### config.mk
export PLATFORM = sky130hd
export DESIGN_NAME = pulse_req_arbiter
export DESIGN_NICKNAME = d
export VERILOG_FILES = /design/src/rtl/pulse_req_arbiter_pkg.sv /design/src/rtl/pulse_req_arbiter_rise.sv /design/src/rtl/pulse_req_arbiter.sv
export SDC_FILE = /design/constraint.sdc
export NUM_CORES = 1
export LEC_CHECK = 0
export ABC_CLOCK_PERIOD_IN_PS = 3100
export CAP_MARGIN = 20
export CORE_ASPECT_RATIO = 0.5
export CORE_UTILIZATION = 45
export DETAILED_ROUTE_END_ITERATION = 10
export PLACE_DENSITY = 0.69
export SKIP_LAST_GASP = 1
export SLEW_MARGIN = 30
export SYNTH_ARGS = -nofsm -noshare
export SYNTH_HDL_FRONTEND = slang
export SYNTH_SLANG_ARGS = --single-unit
### constraint.sdc
create_clock -name clock -period 3.1 [get_ports clock]
set_clock_uncertainty 0.1 [all_clocks]
set_input_delay 0.93 -clock clock [delete_from_list [all_inputs] [get_ports clock]]
set_output_delay 0.93 -clock clock [all_outputs]
set_load 0.01 [all_outputs]
### src/rtl/pulse_req_arbiter_pkg.sv
// Shared definitions for the pulse request arbiter: FSM encoding and default sizing.
package pulse_req_arbiter_pkg;

  typedef enum logic [1:0] {
    ST_IDLE = 2'd0,
    ST_BUSY = 2'd1,
    ST_GAP  = 2'd2
  } arb_state_e;

  localparam int DEF_N   = 4;
  localparam int DEF_TMO = 15;

endpackage

### src/rtl/pulse_req_arbiter_rise.sv
// Single-channel rising-edge detector; the previous level clears to zero so a level
// already high when reset releases is treated as a fresh edge.
module rise_detect (
  input  logic i_clock,
  input  logic i_reset,
  input  logic i_level,
  output logic o_rise
);

  logic r_prev;

  // Previous-level register
  always_ff @(posedge i_clock) begin
    if (!i_reset) begin
      r_prev <= 1'b0;
    end else begin
      r_prev <= i_level;
    end
  end

  assign o_rise = i_level & ~r_prev;

endmodule

### src/rtl/pulse_req_arbiter.sv
// Round-robin arbiter turning per-channel request edges into one-hot grants held
// until done or timeout, with a mandatory idle cycle between grants.
module pulse_req_arbiter
  import pulse_req_arbiter_pkg::*;
#(
  parameter int N   = DEF_N,
  parameter int TMO = DEF_TMO,
  parameter int TW  = 8
) (
  input  logic         clock,
  input  logic         reset,
  input  logic [N-1:0] req_level,
  input  logic         done,
  output logic [N-1:0] grant,
  output logic         grant_valid,
  output logic [N-1:0] pending,
  output logic         timeout_err
);

  localparam int PW = (N > 1) ? $clog2(N) : 1;

  logic [N-1:0]  w_rise;
  logic [N-1:0]  r_pending;
  logic [N-1:0]  r_grant;
  logic [N-1:0]  w_grant_nxt;
  logic [N-1:0]  w_clr;
  logic [N-1:0]  w_sel_onehot;
  logic          r_grant_valid;
  logic          r_timeout_err;
  logic          w_tmo_nxt;
  arb_state_e    r_state;
  arb_state_e    w_state_nxt;
  logic [PW-1:0] r_rr;
  logic [PW-1:0] w_rr_nxt;
  logic [PW-1:0] w_sel;
  logic [TW-1:0] r_cnt;
  logic [TW-1:0] w_cnt_nxt;

  // First set bit at or after ptr, wrapping past N-1 back to 0
  function automatic logic [PW-1:0] rr_pick(input logic [N-1:0] req, input logic [PW-1:0] ptr);
    logic [PW-1:0] sel;
    logic [PW-1:0] idx;
    logic          hit;
    sel = ptr;
    hit = 1'b0;
    for (int k = 0; k < N; k++) begin
      idx = PW'((int'(ptr) + k) % N);
      if (!hit && req[idx]) begin
        sel = idx;
        hit = 1'b1;
      end
    end
    return sel;
  endfunction

  for (genvar gi = 0; gi < N; gi++) begin : g_edge
    rise_detect u_rise (
      .i_clock (clock),
      .i_reset (reset),
      .i_level (req_level[gi]),
      .o_rise  (w_rise[gi])
    );
  end

  assign w_sel        = rr_pick(r_pending, r_rr);
  assign w_sel_onehot = {{(N-1){1'b0}}, 1'b1} << w_sel;

  // Pending flags: a new edge wins over the clear from the granting edge
  always_ff @(posedge clock) begin
    if (!reset) begin
      r_pending <= '0;
    end else begin
      r_pending <= (r_pending & ~w_clr) | w_rise;
    end
  end

  // FSM state and registered outputs
  always_ff @(posedge clock) begin
    if (!reset) begin
      r_state       <= ST_IDLE;
      r_grant       <= '0;
      r_grant_valid <= 1'b0;
      r_timeout_err <= 1'b0;
      r_rr          <= '0;
      r_cnt         <= '0;
    end else begin
      r_state       <= w_state_nxt;
      r_grant       <= w_grant_nxt;
      r_grant_valid <= |w_grant_nxt;
      r_timeout_err <= w_tmo_nxt;
      r_rr          <= w_rr_nxt;
      r_cnt         <= w_cnt_nxt;
    end
  end

  // Next-state logic: schedule in IDLE, hold in BUSY, one forced idle cycle in GAP
  always_comb begin
    w_state_nxt = r_state;
    w_grant_nxt = r_grant;
    w_tmo_nxt   = 1'b0;
    w_rr_nxt    = r_rr;
    w_cnt_nxt   = r_cnt;
    w_clr       = '0;
    case (r_state)
      ST_IDLE: begin
        if (|r_pending) begin
          w_grant_nxt = w_sel_onehot;
          w_clr       = w_sel_onehot;
          w_rr_nxt    = (w_sel == PW'(N - 1)) ? '0 : w_sel + 1'b1;
          w_cnt_nxt   = '0;
          w_state_nxt = ST_BUSY;
        end else begin
          w_grant_nxt = '0;
        end
      end
      ST_BUSY: begin
        w_cnt_nxt = r_cnt + 1'b1;
        if (done) begin
          w_grant_nxt = '0;
          w_state_nxt = ST_GAP;
        end else if (r_cnt == TW'(TMO - 1)) begin
          w_grant_nxt = '0;
          w_tmo_nxt   = 1'b1;
          w_state_nxt = ST_GAP;
        end else begin
          w_grant_nxt = r_grant;
        end
      end
      ST_GAP: begin
        w_grant_nxt = '0;
        w_state_nxt = ST_IDLE;
      end
      default: begin
        w_grant_nxt = '0;
        w_state_nxt = ST_IDLE;
      end
    endcase
  end

  assign grant       = r_grant;
  assign grant_valid = r_grant_valid;
  assign pending     = r_pending;
  assign timeout_err = r_timeout_err;

endmodule
Word-level counts from Yosys, hierarchy flattened
Index checks and enable logic that the tools add are counted.
{ "word_totals": {"latchBits": 0, "rom_bits": 0, "regBits": 26, "memories": 0, "ramBits": 0, "wordCells": 80} }
{ "classes": {"n_lt_le_gt_ge": 4, "reduce_logical": 14, "n_bitwise": 13, "shifts": 1, "div_mod_pow": 0, "mux": 27, "eq_ne": 5, "n_mul": 0, "add_sub_neg": 5} }
{ "ops": {"columns": ["operator", "n"], "rows": [
  ["two-way mux 4 bit", 4],
  ["one-hot mux 8 bit (2 select lines)", 1],
  ["two-way mux 2 bit", 7],
  ["< comparator 2 x 3 -> 1 bit, second input constant", 4],
  ["adder 8 x 1 -> 8 bit, second input constant", 1],
  ["binary-select mux 1 bit (select 2 bit)", 4],
  ["== test 8 x 4 -> 1 bit, second input constant", 1],
  ["two-way mux 1 bit", 8],
  ["two-way mux 8 bit", 1],
  ["one-hot mux 4 bit (2 select lines)", 1],
  ["OR reduction 4 bit", 2],
  ["NOT 1 bit", 6],
  ["AND reduction 2 bit", 3],
  ["adder 2 x 1 -> 2 bit, second input constant", 2],
  ["adder 2 bit, second input constant", 2],
  ["AND 1 bit", 4],
  ["AND 4 bit", 1],
  ["NOT 4 bit", 1],
  ["OR 4 bit", 1],
  ["one-hot mux 2 bit (2 select lines)", 1],
  ["left shift 1 x 2 -> 4 bit, first input constant", 1],
  ["logical AND 1 bit", 3],
  ["zero test 1 bit", 3],
  ["!= test 3 bit, second input constant", 1],
  ["other kinds (6)", 6]
]} }

Longest topological paths before layout
{ "logic_depth": {"depth_word": 18, "mapped_depth": 7} }

By module
A second synthesis with hierarchy kept.
{ "hier_totals": {"cells_unflattened": 131, "area_unflattened_um2": 1287.5} }
{ "by_module_without_submodules": {"columns": ["mod", "cells_per_inst", "n_inst", "seq_area_each_um2", "area_each_um2"], "rows": [
  ["pulse_req_arbiter", 119, 1, 440.4, 1127.3],
  ["rise_detect", 3, 4, 20.0, 40.0]
]} }

Least setup slack after synthesis
OpenSTA, ideal clock, no wires.
{ "synth_timing": {"kind": "register to register", "start": "register r_pending[3] (netlist: pending[3])", "end": "register r_grant_valid (netlist: grant_valid)", "t_required_ps": 2883, "path_slack_ps": 686, "stages_incl_launch_ff": 8, "arrival_ps": 2197, "setup_ps": 117, "period_less_slack_ps": 2414, "path_cell_list": "dfxtp_1 nor2b_1 o21a_1 a211oi_1 inv_1 ha_1 or4_1 a32o_1"} }
{ "synth_via": {"elab_chain_cells": 16, "elab_cells_between_ends": 25} }
{ "synth_rtl": {"columns": ["item", "line", "rtl"], "rows": [
  ["start: declaration", "pulse_req_arbiter.sv:23", "logic [N-1:0] r_pending;"],
  ["start signal: assignment", "pulse_req_arbiter.sv:73", "r_pending <= (r_pending & ~w_clr) | w_rise;"],
  ["binary-select mux 1 bit (select 2 bit)", "pulse_req_arbiter.sv:48", "if (!hit && req[idx]) begin"],
  ["two-way mux 1 bit (not written as such)", "pulse_req_arbiter.sv:48", null],
  ["two-way mux 1 bit", "pulse_req_arbiter.sv:48", null],
  ["zero test 1 bit", "pulse_req_arbiter.sv:48", null],
  ["logical AND 1 bit", "pulse_req_arbiter.sv:48", null],
  ["two-way mux 1 bit", "pulse_req_arbiter.sv:48", null],
  ["zero test 1 bit", "pulse_req_arbiter.sv:48", null],
  ["logical AND 1 bit", "pulse_req_arbiter.sv:48", null],
  ["two-way mux 1 bit", "pulse_req_arbiter.sv:48", null],
  ["zero test 1 bit", "pulse_req_arbiter.sv:48", null],
  ["logical AND 1 bit", "pulse_req_arbiter.sv:48", null],
  ["two-way mux 2 bit", "pulse_req_arbiter.sv:48", null],
  ["left shift 1 x 2 -> 4 bit", "pulse_req_arbiter.sv:66", "assign w_sel_onehot = {{(N-1){1'b0}}, 1'b1} << w_sel;"],
  ["two-way mux 4 bit (*)", "pulse_req_arbiter.sv:106", "if (|r_pending) begin"],
  ["one-hot mux 4 bit (2 select lines) (*)", "pulse_req_arbiter.sv:104", "case (r_state)"],
  ["OR reduction 4 bit (*)", "pulse_req_arbiter.sv:89", "r_grant_valid <= |w_grant_nxt;"],
  ["end signal: assignment", "pulse_req_arbiter.sv:89", null],
  ["end: declaration", "pulse_req_arbiter.sv:28", "logic r_grant_valid;"]
]} }
Mark *: on every way between the ends. The rest lies on a longest branch, timed or not. The select of a mux whose other input is x is not followed.
A chain may end at the register's enable or synchronous reset.

Final worst setup path
Ends and elaborated chain as after synthesis.

==> summary.md <==
| Metric | Value |
|---|---|
| Fraction of registers with async set/reset | `0` |
| 1st-iter DRT viols | `76` |
| TritonRoute pass-1 iters | `5` |
| Die W | `76.31 um` |
| Leakage Power | `roughly 0.56 nW` |
| PortBufs | `16` |
| Post-CTS Resized | `0` |
| Aggregate global-route resource usage | `0.1679` |
| DP HPWL | `around 1700 um` |
| Bufs on Longest Clock Path | `2` |
| Most area-consuming cells after synthesis | `dfxtp_1 42%, a32o_1 7.3%, ha_1 6.0%, inv_1 3.3%, a21oi_1 3.2%` |
| Initial cell density of the core | `0.4774` |
| Antenna-violating nets left | `0` |
| Largest net degree at the start of global routing | `17` |
| Synth Net Count | `142` |
| Launching point of the worst reg2reg path | `pending[3]` |
| Seq cells post-synth | `26` |
| Gate Count Post-Synth | `129` |
| Footprint of the multi-input gates | `658.1 um2` |
| Antenna cells | `0` |
| Period utilization | `0.8569` |
| Gate family responsible for the most delay along the worst path | `compound AO/OA/AOI/OAI gates` |
| CTS root buffer | `clkbuf_8` |
| Setup_tns | `0 ns` |
| Synth cell types | `39` |
| CP cell instances | `nor2b_1, o21a_1, a211oi_1, inv_1, ha_1, or4_1, a32o_1` |
| Via count | `950` |
| Fill cells | `234` |
| Overall routed net length | `between 2000 and 2500 um` |
| Max-slew violation count | `0` |
| Worst r2r dst | `grant_valid` |
| Clk_lat worst skew | `0.28 ns` |
| Yosys warnings | `0` |
| Area Overhead vs Synth | `21.75%` |
| Worst hold path type | `register to register` |
| Avg Inst Size Synth | `9.631 um2` |
| DIE HEIGHT | `around 40 um` |
| R2R depth | `7` |
| Hold_sp | `g_edge[1].u_rise.r_prev` |
| Core Area | `0.002603 mm2` |
| Max stage delay cell, worst path | `dfxtp_1` |
| Setup Buffers After CTS | `0` |
| Storage cell area | `520.5 um2` |
| Crit path buf inv count | `1` |
| GPL Wtd Cong | `0.9068` |
| Crit path max fanout | `9` |
| Seq pwr share | `0.422` |
| Comb pwr share | `0.299` |
| Final core occ | `0.5813` |
| Hold Slack | `0.3792 ns` |
| RSZ-0062 raised after global routing | `false` |
| Htree depth | `1` |
| Placed Area | `between 0.001 and 0.0015 mm2` |
| Hold buffer count at cts | `0` |
| Kind of critical path | `register to register` |
| Number of global-route vias before repair | `about 790` |
| # clock sinks | `26` |
| Ys flop type | `dfxtp_1` |
| Share of layout cells above drive strength 1 | `0.1014` |
| Synth Cell Area | `0.001242 mm2` |
| DRC | `0` |
| Hold Path End | `pending[1]` |
| Post-route minimum period | `2.656 ns` |
| Worst path max stage delay | `0.52 ns` |
| Final worst slack | `0.4437 ns` |
| Int Power | `703.5 uW` |
| Outcome | `finished, final reports clean` |
| WP data required | `3.17 ns` |
| Nets | `around 160` |
| WL/cell | `12.07 um` |
| Clock share of power | `0.279` |
| Final setup fails | `0` |
| Rel. slew slack | `0.6269` |
| Overflow after GRT | `0` |
| Initial antenna violation count | `0` |
| CP Capture Type | `register` |
| Arrival time at the worst endpoint | `approximately 2.7 ns` |
| Die ar. | `around 0.0030 mm2` |
| VDD IR max | `between 200 and 300 uV` |
| DR vias/cell | `5.135` |
| First-pass GRT wire length | `3684 um` |
| Worst hold stages | `2` |
| Num CTS Buffers | `3` |
| Setup Slack @ Placement | `0.4805 ns` |
| Row Count | `13` |
| Cell taking the most area after synthesis | `dfxtp_1` |
| Switching power | `311.4 uW` |
| Clock transition at path regs | `0.10 ns` |
| Tightest Pin Transition | `0.5563 ns` |
| Seq/Total Area, Yosys | `0.4189` |
| I/O pin total | `17` |
| CTS tree | `done` |
| Share of the synthesized area in the top cell type | `0.4189` |
| Switching part of the total | `0.3068` |
| Number of synthesized flops with an enable pin | `0` |
| Max Clock Freq | `roughly 380 MHz` |
| MaxCap Viol Count | `0` |
| Startpoint Class | `register` |
| Final Hold Fails | `0` |
| Reg2Reg Setup Slack | `0.44 ns` |
| Final instance area | `0.001513 mm2` |
| Pwr Density | `671.0 mW/mm2` |
==> per-layer routing <==
layer	track usage	wire, um	vias up
li1	-	-	503
met1	0.2239	1236	433
met2	0.2545	919	12
met3	0.05647	63	2
met4	0.05769	13	0
met5	0	0	-
==> stage by stage <==
step / instances / power [mW]
CTS: 185 / 1.026
global route: 185 / 1.082
detailed placement: 181 / 0.7403
finish: 185 / 1.015
global placement: 181 / 0.7363
floorplan: 129 / 0.6405
==> how the worst max path moves through the flow <==
| stage | depth (start not counted) | to | start | slack, ns |
|---|---|---|---|---|
| 3_5_place_dp | 7 | grant_valid | pending[3] | 0.48 |
| 6_report | 7 | grant_valid | pending[3] | 0.44 |
| 2_1_floorplan | 7 | grant_valid | pending[3] | 0.69 |
| 3_3_place_gp | 7 | grant_valid | pending[3] | 0.62 |
| 5_1_grt | 7 | grant_valid | pending[3] | 0.29 |
| 4_1_cts | 7 | grant_valid | pending[3] | 0.45 |
==> placed cells by master, fill, tap and decap left out, types with 2 or more instances in the layout <==
master / Yosys / final
dfxtp_1: 26 / 26
clkdlybuf4s50_1: 0 / 16
inv_1: 11 / 11
nand2_1: 10 / 10
a32o_1: 9 / 9
a21oi_1: 8 / 8
o21ai_0: 6 / 6
ha_1: 6 / 6
and2_1: 5 / 5
o21a_1: 4 / 4
nor3_1: 4 / 4
nor2b_1: 3 / 3
mux2i_1: 3 / 3
clkbuf_8: 0 / 3
o22ai_1: 2 / 2
nand2b_1: 2 / 2
nand4b_1: 2 / 2
or4_1: 2 / 2
nor2_1: 2 / 2
nand3_1: 2 / 2
a21boi_0: 2 / 2
buf_4: 0 / 2
==> registers in the layout, indices dropped and copies added (netlist names) <==
name / count
r_cnt: 8
g_edge.u_rise.r_prev: 4
grant: 4
pending: 4
r_rr: 2
r_state: 2
grant_valid: 1
timeout_err: 1
==> cell type report <==
| type | count | area share |
|---|---|---|
| Clock inverter | 1 | 0.01985 |
| Inverter | 11 | 0.02730 |
| Multi-Input combinational cell | 89 | 0.4351 |
| Sequential cell | 26 | 0.3441 |
| Tap cell | 37 | 0.03060 |
| Clock buffer | 3 | 0.02730 |
| Timing Repair Buffer | 18 | 0.1158 |
==> power by group through the flow <==
stage          Clock (mW)  Combinational (mW)  Sequential, mW
2_1_floorplan           0               0.203           0.437
3_3_place_gp            0               0.300           0.436
3_5_place_dp            0               0.303           0.437
4_1_cts             0.292               0.305           0.429
5_1_grt             0.306               0.337           0.439
6_report            0.283               0.303           0.429
==> logic make-up (layout without fill, tap and decap cells) <==
| logic type | Yosys count | after routing | share of synthesized area |
|---|---|---|---|
| simple gates | 45 | 45 | 0.2447 |
| compound gates | 35 | 35 | 0.2004 |
| flops | 26 | 26 | 0.4189 |
| buf+inv | 14 | 33 | 0.05136 |
| fa+ha+maj | 6 | 6 | 0.06042 |
| mux | 3 | 3 | 0.02417 |
==> worst register-to-register path, stage by stage, from the launching register on <==
cell	delay, ns
dfxtp_1	0.52
nor2b_1	0.09
o21a_1	0.18
a211oi_1	0.49
inv_1	0.13
ha_1	0.25
or4_1	0.51
a32o_1	0.28
==> synth_stat cells, drive strengths merged, types with 2 or more instances <==
cell,instances
nand4b,2
a21boi,2
inv,11
ha,6
o22ai,2
nor3,6
nor4,2
o21a,4
o21ai,6
nand2b,3
a21oi,8
mux2i,3
a32o,9
or4,2
nor2,3
nand3,2
nand2,11
nor2b,3
clkbuf,2
and2,5
dfxtp,26
or3,2
Power figures use the tool's default switching activity.
